### src/rtl/axi_lite_pkg.sv
// Shared types and default sizing for the AXI4-Lite write-address request path.
package axi_lite_pkg;

  localparam int unsigned PROT_W              = 3;
  localparam int unsigned DEF_ADDR_W          = 32;
  localparam int unsigned DEF_DEPTH           = 4;
  localparam int unsigned DEF_MAX_OUTSTANDING = 8;

  typedef logic [PROT_W-1:0] prot_t;

  typedef enum logic {
    IDLE    = 1'b0,
    PRESENT = 1'b1
  } aw_state_e;

endpackage

### src/rtl/write_address_queue_master_if.sv
// Upstream request handshake plus the AXI4-Lite AW channel driven by the queue master.
interface write_address_queue_master_if
  import axi_lite_pkg::*;
#(
  parameter int unsigned ADDR_W = DEF_ADDR_W
);

  logic              i_req_valid;
  logic              o_req_ready;
  logic [ADDR_W-1:0] i_req_addr;
  prot_t             i_req_prot;

  logic              o_AWVALID;
  logic              i_AWREADY;
  logic [ADDR_W-1:0] o_AWADDR;
  prot_t             o_AWPROT;

  // The queue master: consumes requests, drives the AW channel.
  modport master (
    input  i_req_valid, i_req_addr, i_req_prot, i_AWREADY,
    output o_req_ready, o_AWVALID, o_AWADDR, o_AWPROT
  );

  // The surrounding environment: request producer and AW slave.
  modport slave (
    output i_req_valid, i_req_addr, i_req_prot, i_AWREADY,
    input  o_req_ready, o_AWVALID, o_AWADDR, o_AWPROT
  );

endinterface

### src/rtl/aw_req_fifo.sv
// Circular request FIFO; head is visible combinationally so the output stage can load it.
module aw_req_fifo #(
  parameter int unsigned WIDTH = 35,
  parameter int unsigned DEPTH = 4
) (
  input  logic                         ACLK,
  input  logic                         ARESETn,
  input  logic                         push,
  input  logic [WIDTH-1:0]             wdata,
  input  logic                         pop,
  output logic [WIDTH-1:0]             head_c,
  output logic                         empty_c,
  output logic [$clog2(DEPTH+1)-1:0]   level
);

  localparam int unsigned PW = $clog2(DEPTH);
  localparam int unsigned LW = $clog2(DEPTH+1);

  logic [WIDTH-1:0] mem [DEPTH];
  logic [PW-1:0]    wr_ptr_q;
  logic [PW-1:0]    rd_ptr_q;
  logic [LW-1:0]    level_q;
  logic             push_ok;
  logic             pop_ok;

  // Guard against overfill/underrun even if the caller misbehaves.
  assign push_ok = push && (level_q < LW'(DEPTH));
  assign pop_ok  = pop && (level_q != '0);

  always_ff @(posedge ACLK) begin
    if (push_ok) begin
      mem[wr_ptr_q] <= wdata;
    end
  end

  // Pointers wrap naturally because DEPTH is a power of two.
  always_ff @(posedge ACLK or negedge ARESETn) begin
    if (!ARESETn) begin
      wr_ptr_q <= '0;
      rd_ptr_q <= '0;
      level_q  <= '0;
    end else begin
      if (push_ok) begin
        wr_ptr_q <= wr_ptr_q + PW'(1);
      end
      if (pop_ok) begin
        rd_ptr_q <= rd_ptr_q + PW'(1);
      end
      level_q <= level_q + LW'(push_ok) - LW'(pop_ok);
    end
  end

  assign head_c  = mem[rd_ptr_q];
  assign empty_c = (level_q == '0);
  assign level   = level_q;

endmodule

### src/rtl/write_address_queue_master.sv
// Queues write-address requests and issues them on AXI4-Lite AW under an outstanding-credit limit.
module write_address_queue_master
  import axi_lite_pkg::*;
#(
  parameter int unsigned ADDR_W          = DEF_ADDR_W,
  parameter int unsigned DEPTH           = DEF_DEPTH,
  parameter int unsigned MAX_OUTSTANDING = DEF_MAX_OUTSTANDING
) (
  input  logic                                   ACLK,
  input  logic                                   ARESETn,
  write_address_queue_master_if.master           bus,
  input  logic                                   i_b_done,
  output logic [$clog2(MAX_OUTSTANDING+1)-1:0]   o_inflight,
  output logic [$clog2(DEPTH+1)-1:0]             o_level,
  output logic                                   o_underflow_err
);

  localparam int unsigned IW = $clog2(MAX_OUTSTANDING+1);
  localparam int unsigned LW = $clog2(DEPTH+1);
  localparam int unsigned EW = ADDR_W + PROT_W;

  // Elaboration-time parameter sanity.
  if (DEPTH < 2 || (DEPTH & (DEPTH - 1)) != 0) begin : g_bad_depth
    $error("DEPTH must be a power of two and at least 2");
  end
  if (MAX_OUTSTANDING < 1) begin : g_bad_max
    $error("MAX_OUTSTANDING must be at least 1");
  end

  aw_state_e         state_q;
  aw_state_e         state_d;
  logic [ADDR_W-1:0] aw_addr_q;
  logic [ADDR_W-1:0] aw_addr_d;
  prot_t             aw_prot_q;
  prot_t             aw_prot_d;
  logic [IW-1:0]     inflight_q;
  logic [IW-1:0]     inflight_d;
  logic              underflow_q;
  logic              underflow_d;

  logic              push_c;
  logic              load_c;
  logic              can_load_c;
  logic              b_valid_c;
  logic [EW-1:0]     head_c;
  logic              empty_c;

  // A full queue never accepts, even if the head leaves this cycle.
  assign push_c = bus.i_req_valid && (o_level < LW'(DEPTH));

  aw_req_fifo #(
    .WIDTH (EW),
    .DEPTH (DEPTH)
  ) u_fifo (
    .ACLK    (ACLK),
    .ARESETn (ARESETn),
    .push    (push_c),
    .wdata   ({bus.i_req_addr, bus.i_req_prot}),
    .pop     (load_c),
    .head_c  (head_c),
    .empty_c (empty_c),
    .level   (o_level)
  );

  // Credit is judged on the registered count; a same-cycle completion does not help.
  assign can_load_c = !empty_c && (inflight_q < IW'(MAX_OUTSTANDING));

  // Output-stage next state: load the head, hold under backpressure, or drop to IDLE.
  always_comb begin
    state_d   = state_q;
    aw_addr_d = aw_addr_q;
    aw_prot_d = aw_prot_q;
    load_c    = 1'b0;
    case (state_q)
      IDLE: begin
        if (can_load_c) begin
          load_c                 = 1'b1;
          state_d                = PRESENT;
          {aw_addr_d, aw_prot_d} = head_c;
        end
      end
      PRESENT: begin
        if (bus.i_AWREADY) begin
          if (can_load_c) begin
            load_c                 = 1'b1;
            {aw_addr_d, aw_prot_d} = head_c;
          end else begin
            state_d   = IDLE;
            aw_addr_d = '0;
            aw_prot_d = '0;
          end
        end
      end
    endcase
  end

  // A completion with nothing in flight is an error and does not touch the count.
  assign b_valid_c = i_b_done && (inflight_q != '0);

  always_comb begin
    inflight_d  = inflight_q;
    underflow_d = underflow_q;
    if (i_b_done && (inflight_q == '0)) begin
      underflow_d = 1'b1;
    end
    case ({load_c, b_valid_c})
      2'b10:   inflight_d = inflight_q + IW'(1);
      2'b01:   inflight_d = inflight_q - IW'(1);
      default: inflight_d = inflight_q;
    endcase
  end

  always_ff @(posedge ACLK or negedge ARESETn) begin
    if (!ARESETn) begin
      state_q     <= IDLE;
      aw_addr_q   <= '0;
      aw_prot_q   <= '0;
      inflight_q  <= '0;
      underflow_q <= 1'b0;
    end else begin
      state_q     <= state_d;
      aw_addr_q   <= aw_addr_d;
      aw_prot_q   <= aw_prot_d;
      inflight_q  <= inflight_d;
      underflow_q <= underflow_d;
    end
  end

  // Ready is forced low while reset is held.
  assign bus.o_req_ready = ARESETn && (o_level < LW'(DEPTH));
  assign bus.o_AWVALID   = (state_q == PRESENT);
  assign bus.o_AWADDR    = aw_addr_q;
  assign bus.o_AWPROT    = aw_prot_q;
  assign o_inflight      = inflight_q;
  assign o_underflow_err = underflow_q;

endmodule

### src/flat_wrapper.sv
// flat-port wrapper written by rule: the top's interface ports become plain ports
module write_address_queue_master_flat import axi_lite_pkg::*;
#(
  parameter int unsigned ADDR_W          = DEF_ADDR_W,
  parameter int unsigned DEPTH           = DEF_DEPTH,
  parameter int unsigned MAX_OUTSTANDING = DEF_MAX_OUTSTANDING
)
  (ACLK, ARESETn, i_b_done, o_inflight, o_level, o_underflow_err, bus_i_req_valid, bus_i_req_addr, bus_i_req_prot, bus_i_AWREADY, bus_o_req_ready, bus_o_AWVALID, bus_o_AWADDR, bus_o_AWPROT);
  write_address_queue_master_if #(.ADDR_W(ADDR_W)) bus_i ();
  input  logic ACLK;
  input  logic ARESETn;
  input  logic i_b_done;
  output logic [$clog2(MAX_OUTSTANDING+1)-1:0] o_inflight;
  output logic [$clog2(DEPTH+1)-1:0] o_level;
  output logic o_underflow_err;
  input wire logic [$bits(bus_i.i_req_valid)-1:0] bus_i_req_valid;
  input wire logic [$bits(bus_i.i_req_addr)-1:0] bus_i_req_addr;
  input wire logic [$bits(bus_i.i_req_prot)-1:0] bus_i_req_prot;
  input wire logic [$bits(bus_i.i_AWREADY)-1:0] bus_i_AWREADY;
  output wire logic [$bits(bus_i.o_req_ready)-1:0] bus_o_req_ready;
  output wire logic [$bits(bus_i.o_AWVALID)-1:0] bus_o_AWVALID;
  output wire logic [$bits(bus_i.o_AWADDR)-1:0] bus_o_AWADDR;
  output wire logic [$bits(bus_i.o_AWPROT)-1:0] bus_o_AWPROT;
  assign bus_i.i_req_valid = bus_i_req_valid;
  assign bus_i.i_req_addr = bus_i_req_addr;
  assign bus_i.i_req_prot = bus_i_req_prot;
  assign bus_i.i_AWREADY = bus_i_AWREADY;
  assign bus_o_req_ready = bus_i.o_req_ready;
  assign bus_o_AWVALID = bus_i.o_AWVALID;
  assign bus_o_AWADDR = bus_i.o_AWADDR;
  assign bus_o_AWPROT = bus_i.o_AWPROT;
  write_address_queue_master #(.ADDR_W(ADDR_W), .DEPTH(DEPTH), .MAX_OUTSTANDING(MAX_OUTSTANDING)) u_core (.ACLK(ACLK), .ARESETn(ARESETn), .bus(bus_i), .i_b_done(i_b_done), .o_inflight(o_inflight), .o_level(o_level), .o_underflow_err(o_underflow_err));
endmodule
### config.mk
export PLATFORM = sky130hd
export DESIGN_NAME = write_address_queue_master_flat
export DESIGN_NICKNAME = d
export VERILOG_FILES = /design/src/rtl/axi_lite_pkg.sv /design/src/rtl/write_address_queue_master_if.sv /design/src/rtl/aw_req_fifo.sv /design/src/rtl/write_address_queue_master.sv /design/src/flat_wrapper.sv
export SDC_FILE = /design/constraint.sdc
export NUM_CORES = 1
export LEC_CHECK = 0
export ABC_AREA = 0
export CAP_MARGIN = 20
export CORE_MARGIN = 3
export CORE_UTILIZATION = 52
export CTS_BUF_LIST = sky130_fd_sc_hd__clkbuf_4 sky130_fd_sc_hd__clkbuf_8 sky130_fd_sc_hd__clkbuf_16
export DETAILED_ROUTE_END_ITERATION = 12
export DONT_BUFFER_PORTS = 1
export PLACE_DENSITY = 0.78
export SLEW_MARGIN = 20
export SYNTH_ARGS = -nofsm -noshare
export SYNTH_HDL_FRONTEND = slang
export SYNTH_SLANG_ARGS = --single-unit
### constraint.sdc
create_clock -name ACLK -period 5.9 [get_ports ACLK]
set_input_delay 1.18 -clock ACLK [delete_from_list [all_inputs] [get_ports ACLK]]
set_output_delay 1.18 -clock ACLK [all_outputs]
set_load 0.005 [all_outputs]
==> reports/metrics.cfg, run 1 <==
[status]
status = complete, no violations

[placed_design]
place_hpwl_um = 6950
dp_cells = 492
routabilityCongestion = 0.646
io_buffers = 0
placed_cell_area_um2 = 7220

[sta]
tns_ns = 0
fin_hold_ws_ns = 0.442
rsz0062_at_grt = false
worst_slew_pin_slew_ns = 1.03
post-route-period-util = 0.490
slew_headroom = 0.314
max_freq_mhz = 346
hold_viol_final = 0
drv_slew = 0
fin_crit_ns = 2.89
fin_skew_ns = 0.0115
setup_violations = 0

[synthesis]
syn-cell-area_um2 = 7080
synth_cell_type_count = 30
async_flop_share = 0.255
ys_warn_count = 0
yosysMostFrequentCell = edfxtp_1
synthFlopType = edfxtp_1
synth_edf_count = 140
syn_area_per_cell_um2 = 21.5
synth_seq_cells = 188
synthTopCellsByArea = edfxtp_1, dfrtp_1, mux4_2
yosysSeqAreaShare = 0.763
synth.net_count = 380
synth_top_area_cell = edfxtp_1
netlist.area_leader.share = 0.594
synthTopCellsByCount = edfxtp_1, dfrtp_1, a22o_1, mux4_2, ha_1
syn_inst = 330

[power]
power_frac_comb = 0.230
seq_power_share = 0.495
power_uw = 4060
internal_power_uw = 2880
leakage_uw = 0.00276
p_sw_frac = 0.292
pwr-share-clk = 0.275
p_sw_uw = 1190
worst_ir_drop_vdd_v = 0.000314
powerDensity_nw_per_um2 = 519

[grt]
grt_pass1_vias = 3503
grt_max_degree = 50
grt_pass1_wl_um = 19600
grt.overflow.total = 0
antenna_found_initial = 0
track_usage = 0.182

[detailed_routing]
wl_per_cell_um = 23.7
wirelength_um = 12400
routed_via_density = 5.94
remaining_drc_errors = 0
vias = 3117
drt_iter0_drc = 226
ant_nets = 0
firstDrtPassIters = 4

[cts]
clkSinkCount = 188
cts_setup_buffers = 0
ctsRootBufferMaster = clkbuf_16
hold_buffers = 0
cts_buffer_depth = 2
cts_resized = 0
clk_pin_slew_worst_paths_ns = 0.07
numCtsBuffers = 17
clk_latency_ns = 0.43
h-tree-depth = 4
cts_tree = built

[finish]
fin_area_um2 = 7830
stdcell_count = 525
syn2layout_area_growth_pct = 10.6
drive_gt1_frac = 0.206
antenna_cells = 0
final_nets = 386

[die]
die-area_um2 = 15100
start_util = 0.533
fp.coreArea_um2 = 13300
die_h_um = 123
rows = 42
num_io_pins = 85
die_width_um = 123

[critical_path]
timing.rr.start = u_core.bus.o_AWVALID$_DFF_PN0_
cp-start-kind = input pin
slowest_delay_ns = 0.46
path_cells = nor2b_1 -> nor3_4 -> buf_4 -> inv_1 -> ha_1 -> xor2_1 -> ha_1 -> a21oi_1 -> xor2_1 -> nor2_1 -> xor2_1
required_ns = 6.20
reg2reg_slack_ns = 3.17
slowest_stage = buf_4
ff2ff_path_depth = 11
crit_type = input pin to register
cp.arrival_ns = 3.19
worstPathMaxFanout = 39
r2r_end = u_core.o_inflight[2]$_DFFE_PN0P_
critPathCaptureType = register
crit_top_cell = xor2_1

[hold_path]
min_path_type = input pin to async pin

[job]
max_cap_viol_count = 0

-- stage by stage --
stage | utilization | worst slack [ns]
2_1_floorplan | - | 3.05
3_3_place_gp | 0.543 | 2.71
3_5_place_dp | 0.543 | 2.59
4_1_cts | 0.587 | 3.04
5_1_grt | 0.589 | 2.87
6_report | 0.589 | 3.01
-- final cells by class --
class	count	area, µm²
fillers	928	5470
flip-flops and latches	188	5410
multi-input cells	119	1550
clock buffers	19	447
well taps	176	220
clock inverters	13	139
repair buffers	3	42.5
inverters	7	26.3
-- sequential cells by signal, summed over array words and instances (netlist names) --
name,cells
u_core.u_fifo.rd_ptr_q,2
u_core.u_fifo.level,3
u_core.u_fifo.mem,140
u_core.bus.o_AWVALID,1
u_core.o_underflow_err,1
u_core.bus.o_AWPROT,3
u_core.bus.o_AWADDR,32
u_core.u_fifo.wr_ptr_q,2
u_core.o_inflight,4
-- cells by family after synthesis --
group | Yosys count | share of synthesized area
AO/OA/AOI/OAI | 43 | 0.0514
XOR/XNOR | 10 | 0.0124
adder cells (fa/ha/maj) | 10 | 0.0187
buffers and inverters | 23 | 0.0198
flip-flops | 188 | 0.763
multiplexers | 36 | 0.117
AND/OR/NAND/NOR | 20 | 0.0178
-- power groups by stage --
stage          combinational, µW  sequential (µW)  clock [µW]
6_report                     936             2010        1120
5_1_grt                     1050             2060        1200
4_1_cts                      931             2020        1140
3_5_place_dp                 930             2050           0
3_3_place_gp                 885             2030           0
2_1_floorplan                855             1890           0
-- worst max-delay path: cells and delay by family --
kind | cells | cell delay (ns)
buffers and inverters | 2 | 0.59
adders and majority gates | 2 | 0.49
xor gates and xnor gates | 3 | 0.49
and+or+nand+nor | 3 | 0.27
AOI/OAI and AO/OA | 1 | 0.17
-- per-layer routing --
layer | global-route usage | share of wire | up-vias
met1 | 0.213 | 0.38 | 1650
met3 | 0.0816 | 0.074 | 17
li1 | - | - | 1350
met2 | 0.294 | 0.53 | 100
met4 | 0.0742 | 0.014 | 0
met5 | 0 | 0 | -
-- cell usage in the layout, fill, tap and decap left out, types with 3 or more instances in the layout --
cell and count:
clkinvlp_4 4, dfrtp_1 46, and2_2 4, xor2_1 6
a21oi_1 3, a22o_1 35, nand2_1 3, inv_6 3
nor2b_1 5, mux4_1 7, inv_1 7, mux4_2 28
ha_1 9, clkbuf_16 17, edfxtp_1 140, xnor2_1 4
-- worst max path at each step --
| stage | from | end | slack (ns) | cells after the start |
|---|---|---|---|---|
| after floorplan | bus_i_AWREADY | u_core.o_inflight[2]$_DFFE_PN0P_ | 3.05 | 11 |
| after global placement | bus_i_AWREADY | u_core.o_inflight[2]$_DFFE_PN0P_ | 2.71 | 11 |
| after detailed placement | bus_i_AWREADY | u_core.o_inflight[2]$_DFFE_PN0P_ | 2.59 | 11 |
| after CTS | bus_i_AWREADY | u_core.o_inflight[2]$_DFFE_PN0P_ | 3.04 | 11 |
| after global routing | bus_i_AWREADY | u_core.o_inflight[2]$_DFFE_PN0P_ | 2.87 | 11 |
| final | bus_i_AWREADY | u_core.o_inflight[2]$_DFFE_PN0P_ | 3.01 | 11 |
No activity file was read; power rests on OpenSTA's default activity.
==> inputs of run 2 (changes only) <==
==> constraint.sdc (replaced) <==
create_clock -name ACLK -period 2.9 [get_ports ACLK]
set_input_delay 0.58 -clock ACLK [delete_from_list [all_inputs] [get_ports ACLK]]
set_output_delay 0.58 -clock ACLK [all_outputs]
set_load 0.005 [all_outputs]
==> run 2 against run 1 <==
Compared with the run above:
- final area is 1.2% higher
- die area did not move
- utilization rose by 0.70 points
- via count up 0.87%
- clock skew fell by 0.0024 ns
- hold slack got worse by 0.43 ns
- register-to-register slack worse by 2.6 ns
- first-iteration DRC count up 6.2%
- routed wire length grew 0.91%
- non-clock buffer count grew 9
- flip-flop and latch count is the same
- highest routed layer unchanged
==> reports/metrics.cfg, run 2 (synthesis results as in run 1) <==
[status]
status = complete, no violations

[detailed_routing]
remaining_drc_errors = 0  ; unchanged
drt_iter0_drc = 240  ; +6.2%
ant_nets = 0  ; unchanged
vias = 3144  ; +0.87%
wirelength_um = 12500  ; +0.91%
wl_per_cell_um = 23.5  ; -0.79%
routed_via_density = 5.89  ; -0.83%
firstDrtPassIters = 6  ; +2

[sta]
worst_slew_pin_slew_ns = 0.657  ; -0.372 ns
fin_crit_ns = 2.32
max_freq_mhz = 430
slew_headroom = 0.562  ; +0.248
drv_slew = 0  ; unchanged
fin_hold_ws_ns = 0.0108  ; -0.431 ns
hold_viol_final = 0  ; unchanged
tns_ns = 0  ; unchanged
rsz0062_at_grt = false
fin_ws_ns = 0.577  ; -2.43 ns
setup_violations = 0  ; unchanged
fin_skew_ns = 0.00909  ; -0.00240 ns
post-route-period-util = 0.801

[placed_design]
dp_slack_ns = 0.460  ; -2.13 ns
dp_cells = 501  ; +1.8%
routabilityCongestion = 0.647  ; +0.23%
place_hpwl_um = 7210  ; +3.8%
io_buffers = 0  ; unchanged
placed_cell_area_um2 = 7310  ; +1.3%

[critical_path]
worstPathMaxFanout = 8  ; -79%
reg2reg_slack_ns = 0.58  ; -2.59 ns
startpoint = u_core.u_fifo.level[2]$_DFF_PN0_
timing.rr.start = u_core.u_fifo.level[2]$_DFF_PN0_
cp_top_family = adder cells
critical_path_depth = 8  ; -3
slowest_stage = dfrtp_1
path_cells = nor2b_1 -> inv_1 -> ha_1 -> inv_1 -> ha_1 -> fa_1 -> xor2_1 -> xnor2_1
ff2ff_path_depth = 8  ; -3
critPathCaptureType = register
cp-endpoint = u_core.u_fifo.level[2]$_DFF_PN0_
required_ns = 3.20  ; -3.00 ns
cp.arrival_ns = 2.62  ; -0.57 ns
r2r_end = u_core.u_fifo.level[2]$_DFF_PN0_
path_buf_inv = 2  ; unchanged
cp-start-kind = register
slowest_delay_ns = 0.45  ; about the same
crit_type = register to register

[finish]
fin_area_um2 = 7920  ; +1.2%
largest_reg_flops = 140  ; unchanged
fillers = 925  ; -0.32%
regMostFlops = u_core.u_fifo.mem
syn2layout_area_growth_pct = 11.9
layout_commonest_cell = edfxtp_1
final_nets = 395  ; +2.3%
final_cell_mix = edfxtp_1, dfrtp_1, a22o_1
stdcell_count = 534  ; +1.7%
drive_gt1_frac = 0.215  ; +0.00878
multiInputGateArea_um2 = 1550  ; unchanged
ff_latch_area_um2 = 5410  ; unchanged
antenna_cells = 0  ; unchanged

[job]
max_cap_viol_count = 0  ; unchanged

[power]
p_sw_uw = 2420  ; +100%
internal_power_uw = 5950  ; +110%
leakage_uw = 0.00283  ; +2.2%
power_frac_comb = 0.244  ; +0.014
powerDensity_nw_per_um2 = 1060  ; +100%
p_sw_frac = 0.289  ; -0.00275
worst_ir_drop_vdd_v = 0.000463  ; +48%
seq_power_share = 0.482  ; -0.013
pwr-share-clk = 0.275  ; about the same

[grt]
grt.overflow.total = 0  ; unchanged
grt_max_degree = 49  ; -2.0%
track_usage = 0.179  ; -0.00294
grt_pass1_wl_um = 19300  ; -1.1%
grt_pass1_vias = 3358  ; -4.1%
antenna_found_initial = 0  ; unchanged

[cts]
h-tree-depth = 4  ; unchanged
ctsRootBufferMaster = clkbuf_16
cts_tree = built
cts_resized = 0  ; unchanged
hold_buffers = 1  ; +1
clkSinkCount = 188  ; unchanged
clk_pin_slew_worst_paths_ns = 0.07  ; about the same
cts_setup_buffers = 0  ; unchanged
cts_buffer_depth = 2  ; unchanged
clk_latency_ns = 0.42  ; about the same
numCtsBuffers = 17  ; unchanged

[die]
start_util = 0.533  ; unchanged
fp.coreArea_um2 = 13300  ; unchanged
die_width_um = 123  ; unchanged
num_io_pins = 85  ; unchanged
rows = 42  ; unchanged
die-area_um2 = 15100  ; unchanged
die_h_um = 123  ; unchanged

[hold_path]
min_path_type = input pin to async pin

## run 2: worst reg2reg max path: stages, from the launching register on
cell,delay (ns)
dfrtp_1,0.45
nor2b_1,0.43
inv_1,0.10
ha_1,0.29
inv_1,0.04
ha_1,0.18
fa_1,0.38
xor2_1,0.19
xnor2_1,0.15
## run 2: layer usage
metal / up-vias / GRT usage / wire length, µm
met3: 20 / 0.0682 / 890
met2: 95 / 0.281 / 6380
met5: - / 0 / 0
li1: 1370 / - / -
met1: 1659 / 0.227 / 5040
met4: 0 / 0.0721 / 229
## run 2: how the worst min path moves through the flow
| stage | endpoint | depth (start not counted) | start | slack [ns] |
|---|---|---|---|---|
| 2_1_floorplan | u_core.bus.o_AWADDR[0]$_DFFE_PN0P_ | 0 | ARESETn | 0.28 |
| 3_3_place_gp | u_core.u_fifo.level[1]$_DFF_PN0_ | 0 | ARESETn | 0.29 |
| 3_5_place_dp | u_core.u_fifo.level[2]$_DFF_PN0_ | 0 | ARESETn | 0.29 |
| 4_1_cts | u_core.u_fifo.level[1]$_DFF_PN0_ | 1 | ARESETn | 0.008 |
| 5_1_grt | u_core.u_fifo.level[1]$_DFF_PN0_ | 1 | ARESETn | 0.01 |
| 6_report | u_core.bus.o_AWADDR[22]$_DFFE_PN0P_ | 1 | ARESETn | 0.01 |
## run 2: stage by stage
step           utilization  power, µW
2_1_floorplan            -       5580
3_3_place_gp         0.550       6040
3_5_place_dp         0.550       6150
4_1_cts              0.596       8460
5_1_grt              0.596       8810
6_report             0.596       8370
## run 2: layout make-up
type | count | area share
Multi-Input combinational cell | 119 | 0.195
Clock inverter | 14 | 0.0193
Clock buffer | 18 | 0.0546
Inverter | 7 | 0.00332
Timing Repair Buffer | 12 | 0.0171
Tap cell | 176 | 0.0278
Sequential cell | 188 | 0.683
## run 2: power groups by stage
stage | Combinational [µW] | Clock [µW] | Sequential, µW
6_report | 2040 | 2300 | 4030
4_1_cts | 2080 | 2340 | 4050
5_1_grt | 2260 | 2440 | 4110
3_5_place_dp | 2050 | 0 | 4100
3_3_place_gp | 1980 | 0 | 4070
2_1_floorplan | 1740 | 0 | 3840
==> patch 1 (config.mk and constraints of run 1) <==
The package constant `DEF_ADDR_W` goes from 32 to 64.
--- a/src/rtl/axi_lite_pkg.sv
+++ b/src/rtl/axi_lite_pkg.sv
@@ -4,3 +4,3 @@
   localparam int unsigned PROT_W              = 3;
-  localparam int unsigned DEF_ADDR_W          = 32;
+  localparam int unsigned DEF_ADDR_W          = 64;
   localparam int unsigned DEF_DEPTH           = 4;
Ports: changed (resized bus_i_req_addr and bus_o_AWADDR); port bits go from 85 to 149. No check against the original RTL was run, so the function may have changed too.
==> patch 1 against run 1 <==
  * Synthesized area increased by 80%
  * Combinational power increased by 65%
  * Total power increased by 84%
  * Sequential cell count increased by 160
  * Cell area increased by 82%
  * Core utilization increased by 0.99 points
  * Via count increased by 79%
  * Setup slack got worse by 0.066 ns
  * Wire length increased by 86%
  * Critical endpoint unchanged
  * Largest cell class unchanged
  * Largest power group unchanged
==> patch 1: results (changes against run 1) <==
Power
  – Leak Pwr: 4.966 nW (was 2.765 nW)
  – Peak supply drop: 0.3796 mV (was 0.3137 mV)
  – PD cells: 523.1 nW/um2 (was 519.1 nW/um2)

Finish
  – Buffers, non-clock: 5 (was 3)
  – Sequential cell area share: 0.7050 (was 0.6906)
  – Signal buf overhead: 0.004912 (was 0.005433)
  – Area of the multi-input gates: 2527 um2 (was 1548 um2)
  – Multi-input combinational area share: 0.1772 (was 0.1977)
  – Final-layout clock buffer total: 53 (was 19)

Synth
  – Commonest cells in the netlist: edfxtp_1, dfrtp_1, a22o_1, mux4_2, buf_2 (was edfxtp_1, dfrtp_1, a22o_1, mux4_2, ha_1)
  – Multiplexer area fraction after synthesis: 0.1191 (was 0.1166)
  – Compound-cell area share of the yosys netlist: 0.04988 (was 0.05141)
  – Synth Area in Adders: 0.01039 (was 0.01873)
  – Syn_nets: 651 (was 380)
  – Seq/Total Area, Yosys: 0.7871 (was 0.7633)
  – Seq cells post-synth: 348 (was 188)
  – Top cells by area, synth: edfxtp_1, dfrtp_1, mux4_2 (unchanged)

Global route
  – Vias in the first global route: 6,136 (was 3,503)
  – Largest net degree at the start of global routing: 82 (was 50)

Drt
  – Pre-Repair DR Iteration Count: 5 (was 4)
  – DR vias: 5,591 (was 3,117)
  – DR WL met2: 12,000 um (was 6572 um)
  – Routed length on met1: 8808 um (was 4759 um)
  – Number of DRC markers in iteration 0: 432 (was 226)
  – Avg WL per Cell: 24.94 um (was 23.68 um)

Clock tree
  – Clock buffer depth: 3 (was 2)
  – Later-pin clock latency in the skew report: 0.51 ns (was 0.43 ns)

Placement
  – Final HPWL DP: 12,590 um (was 6951 um)
  – Area after DPL: 13,030 um2 (was 7217 um2)
  – GP Congestion: 0.7285 (was 0.6459)
  – Pre-CTS WS: 2.390 ns (was 2.592 ns)

Timing
  – Final Skew: 0.02512 ns (was 0.01148 ns)
  – Hold slack: 0.3659 ns (was 0.4416 ns)
  – Slew @ Worst Pin: 1.069 ns (was 1.029 ns)
  – Final worst slack: 2.946 ns (was 3.012 ns)

Floorplan
  – Num rows: 56 (was 42)

Outcome
  – Status: finished, final reports clean (unchanged)
==> patch 1: cell count changes after synthesis, sizes merged <==
cell    before  now
clkbuf       2   11
edfxtp     140  268
dfrtp       48   80
buf         14   20
a22o        35   67
mux4        35   67
==> patch 1: worst max-delay path, stage by stage <==
cell	delay (ns)
nor2b_1	0.05
nor3_4	0.75
inv_1	0.15
ha_1	0.30
xor2_1	0.17
ha_1	0.18
a21oi_1	0.15
xor2_1	0.17
nor2_1	0.07
xor2_1	0.14
==> patch 1: cells by family after synthesis <==
group / after synthesis
flops: 348
buf+inv: 38
compound gates: 75
mux: 68
simple gates: 20
xor+xnor: 10
fa+ha+maj: 10
==> patch 1: metal layers <==
metal  track usage  vias to the layer above
li1              -                     2368
met3       0.05697                       33
met5             0                        -
met2        0.3009                      179
met4       0.05459                        0
met1        0.2282                     3011
==> patch 2 (flow settings as in run 1) <==
Made on the original files. Take the reset off `aw_addr_q` and load it in a clocked block of its own.
--- a/src/rtl/write_address_queue_master.sv
+++ b/src/rtl/write_address_queue_master.sv
@@ -115,3 +115,2 @@
       state_q     <= IDLE;
-      aw_addr_q   <= '0;
       aw_prot_q   <= '0;
@@ -121,3 +120,2 @@
       state_q     <= state_d;
-      aw_addr_q   <= aw_addr_d;
       aw_prot_q   <= aw_prot_d;
@@ -126,2 +124,6 @@
     end
+  end
+
+  always_ff @(posedge ACLK) begin
+    aw_addr_q <= aw_addr_d;
   end
Function: differs if ARESETn is asserted again (counterexample within 4 cycles, from zero or initial values and one cycle with ARESETn low); with ARESETn held inactive, the same outputs for 10 cycles.
==> patch 2 against run 1 <==
  * Sequential cell count stayed put
  * Total power is 2.2% higher
  * Cell count is 1.3% higher
  * Wire length is 5.0% lower
  * Setup slack better by 0.30 ns
  * Cell area is 1.3% higher
  * Via count is 3.9% lower
  * Synthesized area is 1.3% higher
  * Highest routed layer unchanged
==> patch 2: results (changes against run 1) <==
Timing
  – Slew @ Worst Pin: 0.9535 ns (was 1.029 ns)
  – Final Skew: 0.005770 ns (was 0.01148 ns)

Finish
  – Fill cells: 948 (was 928)
  – Inverters, non-clock: 8 (was 7)
  – Layout Nets: 393 (was 386)
  – Multi-input gate count: 126 (was 119)
  – Final-layout clock buffer total: 21 (was 19)
  – Buffers, non-clock: 2 (was 3)
  – Area of the multi-input gates: 1516 um2 (was 1548 um2)
  – Sequential cell area share: 0.7021 (was 0.6906)
  – Share of cells above drive strength 1: 0.2051 (was 0.2063)

Global route
  – GRT Overall Usage: 0.1691 (was 0.1821)
  – Largest net degree at the start of global routing: 38 (was 50)
  – Global-route wire length before repair: 18,130 um (was 19,550 um)
  – Vias in the first global route: 3,235 (was 3,503)

Synth
  – Synth Area in XOR/XNOR: 0.01221 (was 0.01237)
  – Seq/Total Area, Yosys: 0.7756 (was 0.7633)
  – Synth Area in Adders: 0.01848 (was 0.01873)
  – Compound-cell area share of the yosys netlist: 0.01273 (was 0.05141)
  – Count of cell types in the netlist: 34 (was 30)
  – Cells after synthesis: 335 (was 330)
  – Multiplexer area fraction after synthesis: 0.1177 (was 0.1166)
  – Post-synth EDFFs: 172 (was 140)
  – Async set-reset flop share out of synthesis: 0.08511 (was 0.2553)
  – Top cells by area, synth: edfxtp_1, mux4_2, dfrtp_1 (was edfxtp_1, dfrtp_1, mux4_2)

Worst setup path
  – Worst-path fanout max: 8 (was 39)
  – CP peak stage delay: 0.40 ns (was 0.46 ns)
  – Critical-path top delay cell: fa_1 (was buf_4)
  – Worst path arrival time: 2.89 ns (was 3.19 ns)

Placement
  – Final HPWL DP: 6809 um (was 6951 um)
  – Pre-CTS WS: 2.902 ns (was 2.592 ns)
  – Area after DPL: 7350 um2 (was 7217 um2)

Drt
  – Number of DRC markers in iteration 0: 230 (was 226)
  – Drt via density: 5.628 (was 5.937)

Power
  – Leak Pwr: 2.635 nW (was 2.765 nW)
  – Peak supply drop: 0.2451 mV (was 0.3137 mV)
  – Switch share: 0.2785 (was 0.2918)

Outcome
  – Status: finished, final reports clean (unchanged)
[patch 2: changes by cell type after synthesis, sizes merged, moves of 4 or more]
cell,delta
a22o,-35
o21ai,+4
edfxtp,+32
nor2b,+31
dfrtp,-32
[patch 2: routing by layer]
| metal | up-vias | wire length (um) | track usage |
|---|---|---|---|
| met4 | 0 | 202 | 0.06574 |
| met3 | 17 | 951 | 0.07868 |
| li1 | 1339 | - | - |
| met2 | 84 | 6031 | 0.2712 |
| met5 | - | 0 | 0 |
| met1 | 1554 | 4622 | 0.2001 |
[patch 2: power groups by stage]
stage          Combinational, mW  Sequential (mW)  Clock (mW)
2_1_floorplan              0.828             2.01           0
3_3_place_gp               0.930             2.11           0
3_5_place_dp               0.967             2.12           0
4_1_cts                    0.974             2.10        1.14
5_1_grt                     1.05             2.13        1.19
6_report                   0.946             2.09        1.12
[patch 2: final timing paths]
path	start	endpoint	slack, ns	depth (start not counted)
min in group ACLK	u_core.o_underflow_err	u_core.o_underflow_err	0.49	1
max in group asynchronous	ARESETn	u_core.u_fifo.rd_ptr_q[1]	5.37	0
worst min register to register	u_core.o_underflow_err	u_core.o_underflow_err	0.49	1
worst min-delay path	ARESETn	u_core.u_fifo.rd_ptr_q[0]	0.45	0
worst max-delay path	bus_i_req_valid	u_core.u_fifo.level[2]	3.32	8
worst max register to register	u_core.bus.o_AWVALID	u_core.o_inflight[2]	3.44	10
[patch 2: kinds of logic (layout without fill, tap and decap cells)]
family	after synthesis	after routing
buffers and inverters	21	42
flip-flops	188	188
AND/OR/NAND/NOR	53	53
XOR/XNOR	10	10
adder cells (fa/ha/maj)	10	10
multiplexers	39	39
AO/OA/AOI/OAI	14	14
